**config.mk**
```make
export PLATFORM = sky130hd
export DESIGN_NAME = spike_rect_drawer_flat
export DESIGN_NICKNAME = d
export VERILOG_FILES = /design/src/rtl/spike_rect_if.sv /design/src/rtl/spike_rect_drawer.sv /design/src/flat_wrapper.sv
export SDC_FILE = /design/constraint.sdc
export NUM_CORES = 1
export LEC_CHECK = 0
export BUFFER_PORTS_ARGS = -buffer_cell sky130_fd_sc_hd__buf_2
export CAP_MARGIN = 20
export CORE_MARGIN = 4
export CORE_UTILIZATION = 35
export DETAILED_ROUTE_END_ITERATION = 8
export PLACE_DENSITY = 0.62
export SYNTH_ARGS = -nofsm -noshare
export SYNTH_HDL_FRONTEND = slang
export SYNTH_SLANG_ARGS = --single-unit
export TNS_END_PERCENT = 30
```
**constraint.sdc**
```tcl
create_clock -name clock -period 2.1 [get_ports clock]
set_clock_uncertainty 0.05 [all_clocks]
set_input_delay 0.105 -clock clock [delete_from_list [all_inputs] [get_ports clock]]
set_output_delay 0.105 -clock clock [all_outputs]
set_load 0.03 [all_outputs]
```
**src/rtl/spike_rect_if.sv**
```systemverilog
// rtl/spike_rect_if.sv - request and pixel-stream bundle for spike_rect_drawer
interface spike_rect_if #(
    parameter int X_W      = 8,
    parameter int Y_W      = 7,
    parameter int COLOUR_W = 3
);
    logic                go;
    logic [X_W-1:0]      org_x;
    logic [Y_W-1:0]      org_y;
    logic [X_W-1:0]      rect_w;
    logic [Y_W-1:0]      rect_h;
    logic [COLOUR_W-1:0] colour_in;
    logic                spike_mode;
    logic [X_W-1:0]      x;
    logic [Y_W-1:0]      y;
    logic [COLOUR_W-1:0] colour;
    logic                plot;
    logic                busy;
    logic                done;

    modport master (
        output go, org_x, org_y, rect_w, rect_h, colour_in, spike_mode,
        input  x, y, colour, plot, busy, done
    );

    modport slave (
        input  go, org_x, org_y, rect_w, rect_h, colour_in, spike_mode,
        output x, y, colour, plot, busy, done
    );
endinterface

```
**src/rtl/spike_rect_drawer.sv**
```systemverilog
// rtl/spike_rect_drawer.sv - rectangle pixel-stream generator, spike mask under SPIKE_RECT_SPIKE_MASK_EN
module spike_rect_drawer #(
    parameter int X_W      = 8,
    parameter int Y_W      = 7,
    parameter int COLOUR_W = 3,
    parameter int TOOTH_W  = 8
) (
    input  logic       clock,
    input  logic       resetn,
    spike_rect_if.slave bus
);
    typedef enum logic [1:0] {IDLE, LOAD, DRAW, DONE} state_t;

    state_t              state;
    logic [X_W-1:0]      ox, rw, cx;
    logic [Y_W-1:0]      oy, rh, cy;
    logic [COLOUR_W-1:0] col;
    logic                smode;
    logic                mask;

    logic [X_W-1:0]      x_q;
    logic [Y_W-1:0]      y_q;
    logic [COLOUR_W-1:0] colour_q;
    logic                plot_q, busy_q, done_q;

`ifdef SPIKE_RECT_SPIKE_MASK_EN
    localparam int TP_W = $clog2(TOOTH_W);
    logic [TP_W-1:0] p, d;

    // Distance to the nearer tooth edge; tips sit at row 0, solid from row h-1 down.
    assign p    = cx[TP_W-1:0];
    assign d    = (p < TP_W'(TOOTH_W / 2)) ? p : (TP_W'(TOOTH_W - 1) - p);
    assign mask = !smode || (({1'b0, cy} + (Y_W + 1)'(d)) >= (Y_W + 1)'(TOOTH_W / 2 - 1));
`else
    logic unused_spike_mode;
    assign unused_spike_mode = bus.spike_mode ^ smode;
    assign mask              = 1'b1;
`endif

    assign bus.x      = x_q;
    assign bus.y      = y_q;
    assign bus.colour = colour_q;
    assign bus.plot   = plot_q;
    assign bus.busy   = busy_q;
    assign bus.done   = done_q;

    // Status outputs trail the state by one edge so they line up with the registered pixel stream.
    always_ff @(posedge clock) begin
        if (!resetn) begin
            state    <= IDLE;
            ox       <= '0;
            oy       <= '0;
            rw       <= '0;
            rh       <= '0;
            col      <= '0;
            smode    <= 1'b0;
            cx       <= '0;
            cy       <= '0;
            x_q      <= '0;
            y_q      <= '0;
            colour_q <= '0;
            plot_q   <= 1'b0;
            busy_q   <= 1'b0;
            done_q   <= 1'b0;
        end else begin
            busy_q <= (state != IDLE);
            done_q <= (state == DONE);
            plot_q <= 1'b0;
            case (state)
                IDLE: begin
                    if (bus.go) begin
                        ox    <= bus.org_x;
                        oy    <= bus.org_y;
                        rw    <= bus.rect_w;
                        rh    <= bus.rect_h;
                        col   <= bus.colour_in;
`ifdef SPIKE_RECT_SPIKE_MASK_EN
                        smode <= bus.spike_mode;
`endif
                        state <= LOAD;
                    end
                end
                LOAD: begin
                    cx    <= '0;
                    cy    <= '0;
                    state <= (rw == '0 || rh == '0) ? DONE : DRAW;
                end
                DRAW: begin
                    x_q      <= ox + cx;
                    y_q      <= oy + cy;
                    colour_q <= col;
                    plot_q   <= mask;
                    if (cx == rw - X_W'(1)) begin
                        cx <= '0;
                        cy <= cy + Y_W'(1);
                        if (cy == rh - Y_W'(1))
                            state <= DONE;
                    end else begin
                        cx <= cx + X_W'(1);
                    end
                end
                DONE: state <= IDLE;
                default: state <= IDLE;
            endcase
        end
    end
endmodule

```
**src/flat_wrapper.sv**
```systemverilog
// flat-port wrapper written by rule: the top's interface ports become plain ports
module spike_rect_drawer_flat 
#(
    parameter int X_W      = 8,
    parameter int Y_W      = 7,
    parameter int COLOUR_W = 3,
    parameter int TOOTH_W  = 8
)
  (clock, resetn, bus_go, bus_org_x, bus_org_y, bus_rect_w, bus_rect_h, bus_colour_in, bus_spike_mode, bus_x, bus_y, bus_colour, bus_plot, bus_busy, bus_done);
  spike_rect_if #(.X_W(X_W), .Y_W(Y_W), .COLOUR_W(COLOUR_W)) bus_i ();
  input  logic clock;
  input  logic resetn;
  input wire logic [$bits(bus_i.go)-1:0] bus_go;
  input wire logic [$bits(bus_i.org_x)-1:0] bus_org_x;
  input wire logic [$bits(bus_i.org_y)-1:0] bus_org_y;
  input wire logic [$bits(bus_i.rect_w)-1:0] bus_rect_w;
  input wire logic [$bits(bus_i.rect_h)-1:0] bus_rect_h;
  input wire logic [$bits(bus_i.colour_in)-1:0] bus_colour_in;
  input wire logic [$bits(bus_i.spike_mode)-1:0] bus_spike_mode;
  output wire logic [$bits(bus_i.x)-1:0] bus_x;
  output wire logic [$bits(bus_i.y)-1:0] bus_y;
  output wire logic [$bits(bus_i.colour)-1:0] bus_colour;
  output wire logic [$bits(bus_i.plot)-1:0] bus_plot;
  output wire logic [$bits(bus_i.busy)-1:0] bus_busy;
  output wire logic [$bits(bus_i.done)-1:0] bus_done;
  assign bus_i.go = bus_go;
  assign bus_i.org_x = bus_org_x;
  assign bus_i.org_y = bus_org_y;
  assign bus_i.rect_w = bus_rect_w;
  assign bus_i.rect_h = bus_rect_h;
  assign bus_i.colour_in = bus_colour_in;
  assign bus_i.spike_mode = bus_spike_mode;
  assign bus_x = bus_i.x;
  assign bus_y = bus_i.y;
  assign bus_colour = bus_i.colour;
  assign bus_plot = bus_i.plot;
  assign bus_busy = bus_i.busy;
  assign bus_done = bus_i.done;
  spike_rect_drawer #(.X_W(X_W), .Y_W(Y_W), .COLOUR_W(COLOUR_W), .TOOTH_W(TOOTH_W)) u_core (.clock(clock), .resetn(resetn), .bus(bus_i));
endmodule
```
Word level (Yosys, flattened, before mapping)

Index checks and enable logic that the tools add are counted.

Add/subtract/negate cells: 6
Equality and inequality tests: 8
Multiplexer cells: 10
Reductions and logical operators: 9

Operator list:

| operator                                                                 | count |
|---|---|
| 8-bit one-hot mux with 2 select lines                                    | 1 |
| 7-bit one-hot mux with 2 select lines                                    | 1 |
| 8-bit by 1-bit adder with 8-bit output (second input constant)           | 1 |
| 8-bit adder                                                              | 1 |
| 8-bit equality test                                                      | 1 |
| 8-bit zero test                                                          | 1 |
| 8-bit two-way mux                                                        | 1 |
| 2-bit one-hot mux with 4 select lines                                    | 1 |
| 8-bit by 1-bit subtractor with 8-bit output (second input constant)      | 1 |
| 7-bit by 1-bit adder with 7-bit output (second input constant)           | 1 |
| 7-bit adder                                                              | 1 |
| 7-bit equality test                                                      | 1 |
| 7-bit zero test                                                          | 1 |
| 7-bit two-way mux                                                        | 1 |
| 7-bit by 1-bit subtractor with 7-bit output (second input constant)      | 1 |
| 2-bit two-way mux                                                        | 3 |
| 2-bit equality test (second input constant)                              | 2 |
| 2-bit by 1-bit inequality test with 1-bit output (second input constant) | 2 |
| 2-bit AND reduction                                                      | 2 |
| 2-bit nonzero test                                                       | 2 |
| 3-bit AND reduction                                                      | 1 |
| 2-bit by 1-bit equality test with 1-bit output (second input constant)   | 1 |
| 2-bit zero test                                                          | 1 |
| 1-bit two-way mux                                                        | 2 |
| other kinds (2)                                                          | 2 |

Flip-flop bits (word level): 71
Input port bits: 37

Depth between registers and ports, before layout

Gate-level depths: netlist of run 1.

Depth after elaboration: 5
Gate-level depth with buffers: 11

Worst setup path after synthesis of run 1

Ideal clock, no wire load.

Path type: reg2reg
Start: reg u_core.rw[0]
End: reg u_core.cy[5]
Setup time: 0.059 ns
Data arrival time: 2.190 ns
Required time: 1.991 ns
Path slack: -0.200 ns
Cell stages (with the launch flop): 11
Path buffers: 1
Cell sequence: dfxtp_1 -> inv_1 -> ha_1 -> clkbuf_2 -> o21ba_2 -> a221oi_1 -> a41o_1 -> nand4_1 -> a21o_1 -> or4_1 -> nand2_1

Cells in the longest elaborated chain, start to end: 4

Ends and longest elaborated chain:

| what                                                       | line                    | text |
|---|---|---|
| start: declaration                                         | spike_rect_drawer.sv:15 | `logic [X_W-1:0] ox, rw, cx;` |
| start signal: assignment                                   | spike_rect_drawer.sv:74 | `rw <= bus.rect_w;` |
| 8-bit by 1-bit subtractor with 8-bit output                | spike_rect_drawer.sv:93 | `if (cx == rw - X_W'(1)) begin` |
| 8-bit equality test                                        | spike_rect_drawer.sv:93 |  |
| 2-bit by 1-bit inequality test with 1-bit output (no line) | -                       |  |
| 2-bit AND reduction (no line)                              | -                       |  |
| end signal: assignment                                     | spike_rect_drawer.sv:95 | `cy <= cy + Y_W'(1);` |
| end: declaration                                           | spike_rect_drawer.sv:16 | `logic [Y_W-1:0] oy, rh, cy;` |

No other way between the ends.
A chain may end at the register's enable or synchronous reset.

Worst setup path after layout of run 1

Start: reg u_core.rw[1]
End: reg u_core.cy[5]

Same word-level chain as after synthesis.

==> impl_metrics.toml, run 1 <==
[routing]
first_iter_violations = 147
vias = 3445
drc = 0
first_pass_iters = 4
final_antenna_net_count = 0
wl_per_cell_um = 13.62
via_per_inst = 4.893
wl_um = 9591

[worst_hold_path]
hold_path_class = "primary input to flop"
hold_path_depth = 3
min-delay-start = "resetn"

[placed_design]
place_inst = 651
numPortBuffers = 56
pre_cts_ws_ns = -0.1320
dpl.hpwl_um = 6644
gp_congestion = 0.8634
dpl_cell_area_sq_um = 4388

[sta]
clock.fmax_mhz = 457.7
setup_violations = 5
worst_slew_pin_slew_ns = 0.3684
period_share_pct = 104.0
maxSlewViolCount = 0
slew_headroom_pct = 75.13
fin_ws_ns = -0.08470
finalCriticalPeriod_ns = 2.185
hold_violations = 0
rsz0062_at_grt = "true"

[critical_path]
crit_start = "u_core.rw[1]"
path_cells = "inv_2, ha_4, a21o_4, a2111oi_4, nand4_1, a21o_1, or4_1, nand2_1"
cp_slowest_cell = "or4_1"
worstSetupPathType = "flop to flop"
worstPathRequired_ns = 2.35
crit_buf_inv = 1
cp.arrival_ns = 2.43
reg2reg_depth = 8
critPathMaxStageDelay_ns = 0.41
crit_path_end_kind = "flop"
critical_path_depth = 8
cp_top_family = "compound AO/OA/AOI/OAI gates"
worst-path-max-fanout = 7
critPathLaunchType = "flop"
r2r-start = "u_core.rw[1]"

[synthesis]
syn_area_sq_um = 3750
synth_top_area_share_pct = 37.90
synth_warnings = 0
syn_inst = 448
synth_fa_ha_area_share_pct = 8.742
synth_fp_nets = 510
synth_top_family_by_area = "simple AND/OR/NAND/NOR gates"
synth_xor_area_share_pct = 8.308
netlist_top_cells_area = "dfxtp_1 38%, nand2_1 8.3%, ha_1 7.7%"
synth_cell_types = 57
synth_top_area_cell = "dfxtp_1"
synth_compound_area_share_pct = 15.92
synth.area.mux_share_pct = 3.237
synth-main-ff-cell = "dfxtp_1"
ys_ff_latch = 71
postSynthAreaPerCell_sq_um = 8.370
synth_seq_area_share_pct = 37.90
synth-edff-count = 0
async_flop_share_pct = 0
yosys.area_share.simple_pct = 21.89

[pwr]
pwr-share-comb_pct = 42.3
pwr-share-clk_pct = 22.6
intPower_mw = 2.989
p_total_mw = 4.922
switching_power_mw = 1.933
switching_share_pct = 39.28
seqPwrFrac_pct = 35.1
vdd_ir_drop_max_mv = 0.4587
power_density_nw_per_um2 = 980.3
p_leak_nw = 2.133

[clock_tree]
cts_tree = "yes"
numCtsBuffers = 9
clock_sink_count = 71
clk_pin_slew_ns = 0.08
htree_levels = 3
clk_path_buf_depth = 2
clk_latency_ns = 0.35
root_buffer = "clkbuf_8"

[floorplan]
io_pins = 58
die_x_um = 111.5
initial_core_util_pct = 36.16
fp.dieH_um = 111.5
fp-row-count = 37
die-area_sq_um = 12430
coreArea_sq_um = 10370

[layout]
diodes = 0
design_area_sq_um = 5021
n_fill_cell = 1027
multi_input_area_sq_um = 2258
layout-drive-gt1-share_pct = 25.18
layout.nets = 625
fin_cells = 704
ff_latch_area_sq_um = 1434
area_growth_pct = 33.90

[global_routing]
antenna_found_initial = 0
grt_pass1_vias = 3463
grt_pass1_wl_um = 16040
grt_usage_pct = 15.63
grt_overflow = 0
grt_max_degree = 44

[job]
drv_cap = 0

[run_status]
status = "complete, but fails checks"
violations = "setup timing"
path summary, 6_finish.rpt:
check	end	slack, ns
max	u_core.cy[5]	-0.08
min	u_core.cy[1]	0.1
max reg2reg	u_core.cy[5]	-0.08
min reg2reg	u_core.ox[2]	0.41
stage by stage:
step | util (%) | hold WS [ns] | setup TNS (ns)
3_5_place_dp | 42.31 | 0.2996 | -0.7581
6_report | 48.42 | 0.09919 | -0.2136
4_1_cts | 47.80 | 0.08590 | -0.2041
3_3_place_gp | 42.31 | 0.2950 | -0.05848
5_1_grt | 48.42 | 0.1226 | -1.419
2_1_floorplan | - | 0.1806 | -0.02970
cell usage in the layout, fill, tap and decap left out, types with 3 or more instances in the layout:
| cell | count |
|---|---|
| nor2b_1 | 7 |
| buf_2 | 56 |
| o2111ai_1 | 3 |
| inv_1 | 15 |
| a211oi_1 | 4 |
| nand4b_1 | 3 |
| dlygate4sd3_1 | 33 |
| nand2_1 | 83 |
| dfxtp_1 | 65 |
| a21o_1 | 7 |
| nand2b_1 | 7 |
| nor3_1 | 6 |
| xnor2_1 | 21 |
| nor2_1 | 32 |
| nand4_1 | 4 |
| ha_1 | 20 |
| dfxtp_2 | 4 |
| nand3_1 | 7 |
| mux2i_1 | 11 |
| o21ai_0 | 11 |
| a21oi_1 | 48 |
| clkinv_4 | 3 |
| or4_1 | 3 |
| buf_4 | 35 |
| inv_2 | 3 |
| clkbuf_8 | 9 |
| xor2_1 | 11 |
state kept, by name, summed over array words and instances (netlist names), 7 cells and up:
register      count
u_core.bus.x      8
u_core.oy         7
u_core.cy         7
u_core.rh         7
u_core.rw         8
u_core.ox         8
u_core.bus.y      7
u_core.cx         8
worst register-to-register path, delay by kind of cell, from the launching register on:
family,cells,cell delay [ns]
compound gates,3,0.84
fa+ha+maj,1,0.18
buf+inv,1,0.05
flops,1,0.38
simple gates,3,0.63
cell families after synthesis:
logic type | after synthesis
fa+ha+maj | 25
compound gates | 94
buf+inv | 39
mux | 12
xor+xnor | 34
simple gates | 173
flops | 71
synthesized netlist by cell type, types with 2 or more instances:
master     instances
xor2_1            12
o2111ai_1          3
a21oi_1           49
o21ai_0           13
clkbuf_1          14
nand2b_1           7
buf_1              4
a21o_1             7
buf_2              2
nor4_1             2
nand2_1           83
o41ai_1            2
nor3_1             8
inv_1             17
mux2i_1           11
a211oi_1           4
dfxtp_1           71
xnor2_1           21
and3_2             2
and2_1             2
nor2_1            33
nand3_1            7
nand4_1            4
nand4b_1           3
nor2b_1            9
or4_1              3
ha_1              23
fa_1               2
o21ba_2            2
power by group through the flow:
stage               Clock, mW  Combinational, mW  Sequential (mW)
floorplan                   0               1.25             1.88
global placement            0               1.92             1.74
detailed placement          0               1.96             1.75
CTS                      1.14               2.07             1.72
global route             1.18               2.31             1.76
finish                   1.11               2.08             1.73
repair_timing:
action	in CTS	in global routing
resized for setup	9	14
pin swaps	7	3
hold buffers	33	0
buffers inserted	1	3
endpoints found under the hold margin	33	0
endpoints found under the setup margin	12	20
cell type report:
type	count	share of cell area [%]
clock inverter	7	1.470
inverter	18	1.346
clock buffer	9	2.467
timing repair buffer	125	17.79
sequential	71	28.56
tap	136	3.389
multi-input combinational	338	44.98
routing by layer:
metal	track usage, %	wire, um
met2	26.06	4534
met4	6.975	218
met1	20.03	4497
met5	0	0
met3	2.337	340
No activity file was read; power rests on OpenSTA's default activity.
==> run 2: changes to the inputs <==
Settings changed: CELL_PAD_IN_SITES_DETAIL_PLACEMENT set to 0, CELL_PAD_IN_SITES_GLOBAL_PLACEMENT set to 2, CORE_UTILIZATION 35 to 30, PLACE_DENSITY 0.62 to 0.81.
==> impl_metrics.toml, run 2 (same netlist as run 1, synthesis figures left out) <==
[run_status]
status = "complete, but fails checks"
violations = "setup timing"

[pwr]
power_density_nw_per_um2 = 1027
p_leak_nw = 2.211
p_total_mw = 5.335
vdd_ir_drop_max_mv = 0.3567

[placed_design]
dpl_cell_area_sq_um = 4478
dpl.hpwl_um = 7196
place_inst = 688
gp_congestion = 0.8197
numPortBuffers = 56
pre_cts_ws_ns = -0.08172

[sta]
period_share_pct = 101.1
hold_violations = 0
worst_slew_pin_slew_ns = 0.5122
slew_headroom_pct = 65.80
finalCriticalPeriod_ns = 2.123
clock.fmax_mhz = 471.1
rsz0062_at_grt = "true"
maxSlewViolCount = 0
setup_violations = 3
fin_ws_ns = -0.02260

[layout]
n_fill_cell = 1238
final_common_cell = "nand2_1"
fin_cells = 740
layout.nets = 629
layout-drive-gt1-share_pct = 26.05
diodes = 0
area_growth_pct = 38.54
layout_common_cells = "83 x nand2_1, 63 x dfxtp_1, 56 x buf_2"
design_area_sq_um = 5195
finish.utilization_pct = 42.89

[clock_tree]
htree_levels = 3
clk_pin_slew_ns = 0.06
clock_sink_count = 71
cts_tree = "yes"
clk_path_buf_depth = 2
clk_latency_ns = 0.33
numCtsBuffers = 9
root_buffer = "clkbuf_16"

[floorplan]
fp-row-count = 40
die-area_sq_um = 14350
fp.dieH_um = 119.8
io_pins = 58
coreArea_sq_um = 12110
die_x_um = 119.8
initial_core_util_pct = 30.96

[critical_path]
critical_path_depth = 8
worst-path-max-fanout = 7
worstSetupPathType = "flop to flop"
crit_buf_inv = 1
path_cells = "inv_2, ha_4, a21o_4, a2111oi_4, nand4_1, a21o_1, or4_1, nand2_1"
crit_path_end_kind = "flop"
cp_slowest_cell = "or4_1"
critPathMaxStageDelay_ns = 0.41
reg2reg_depth = 8
cp_top_family = "compound AO/OA/AOI/OAI gates"
critPathLaunchType = "flop"
cp.arrival_ns = 2.35
worstPathRequired_ns = 2.32

[routing]
via_per_inst = 4.676
wl_per_cell_um = 13.80
drc = 0
wl_um = 10210
first_pass_iters = 4
final_antenna_net_count = 0
vias = 3460
first_iter_violations = 148

[global_routing]
antenna_found_initial = 0
grt_pass1_vias = 3576
grt_usage_pct = 15.07
grt_overflow = 0
grt_pass1_wl_um = 17230
grt_max_degree = 32

[job]
drv_cap = 0

[worst_hold_path]
hold_path_depth = 3
hold_path_class = "primary input to flop"
-- run 2: cell count changes in the layout (fill, tap and decap cells not counted), moves of 3 or more --
cell	delta
clkbuf_16	+9
clkbuf_8	-7
buf_4	+4
clkinv_4	-3
-- run 2: final timing paths --
path                       from       endpoint  slack [ns]
setup / recovery   u_core.rw[0]   u_core.cy[6]       -0.02
setup reg to reg   u_core.rw[0]   u_core.cy[6]       -0.02
hold / removal     bus_org_y[5]   u_core.oy[5]       0.008
hold reg to reg   u_core.col[0]  u_core.col[0]        0.41
-- run 2: area by class of cell --
class / count / area [sq um] / share of cell area, %
tap: 168 / 210.2 / 4.046
inverter: 18 / 67.56 / 1.301
sequential: 71 / 1436 / 27.65
clock buffer: 13 / 260.3 / 5.010
clock inverter: 3 / 17.52 / 0.3372
timing repair buffer: 129 / 934.6 / 17.99
multi-input combinational: 338 / 2268 / 43.67
-- run 2: through the flow --
step           setup TNS, ns  hold WS [ns]
2_1_floorplan       -0.02970        0.1806
3_3_place_gp        -0.05732        0.2932
3_5_place_dp         -0.4025        0.3010
4_1_cts             -0.05583      0.001797
5_1_grt               -1.742       0.01347
6_report            -0.04866      0.007966
-- run 2: where the power goes --
group | total [mW] | switching [mW] | internal [mW] | leakage [nW]
sequential | 1.72 | 0.142 | 1.57 | 0.582
combinational | 2.18 | 1.25 | 0.930 | 1.49
clock | 1.44 | 0.574 | 0.861 | 0.136
total | 5.34 | 1.97 | 3.36 | 2.21
-- run 2: worst reg2reg max path: stages (launching register included) --
cell,delay (ns)
dfxtp_4,0.36
inv_2,0.04
ha_4,0.18
a21o_4,0.22
a2111oi_4,0.37
nand4_1,0.14
a21o_1,0.21
or4_1,0.41
nand2_1,0.07
-- run 2: what timing repair did --
item,4_1_cts,5_1_grt
endpoints found under the setup margin,13,19
pin swaps,8,3
gates resized for setup,14,9
endpoints found under the hold margin,31,0
cloned,0,0
hold buffers,31,0
buffers inserted,4,1
-- run 2: metal layers --
metal | global-route usage [%] | vias up | share of wire, %
li1 | - | 1779 | -
met1 | 18.92 | 1595 | 47
met2 | 25.11 | 70 | 47
met3 | 1.885 | 16 | 3.2
met4 | 8.160 | 0 | 2.5
met5 | 0 | - | 0
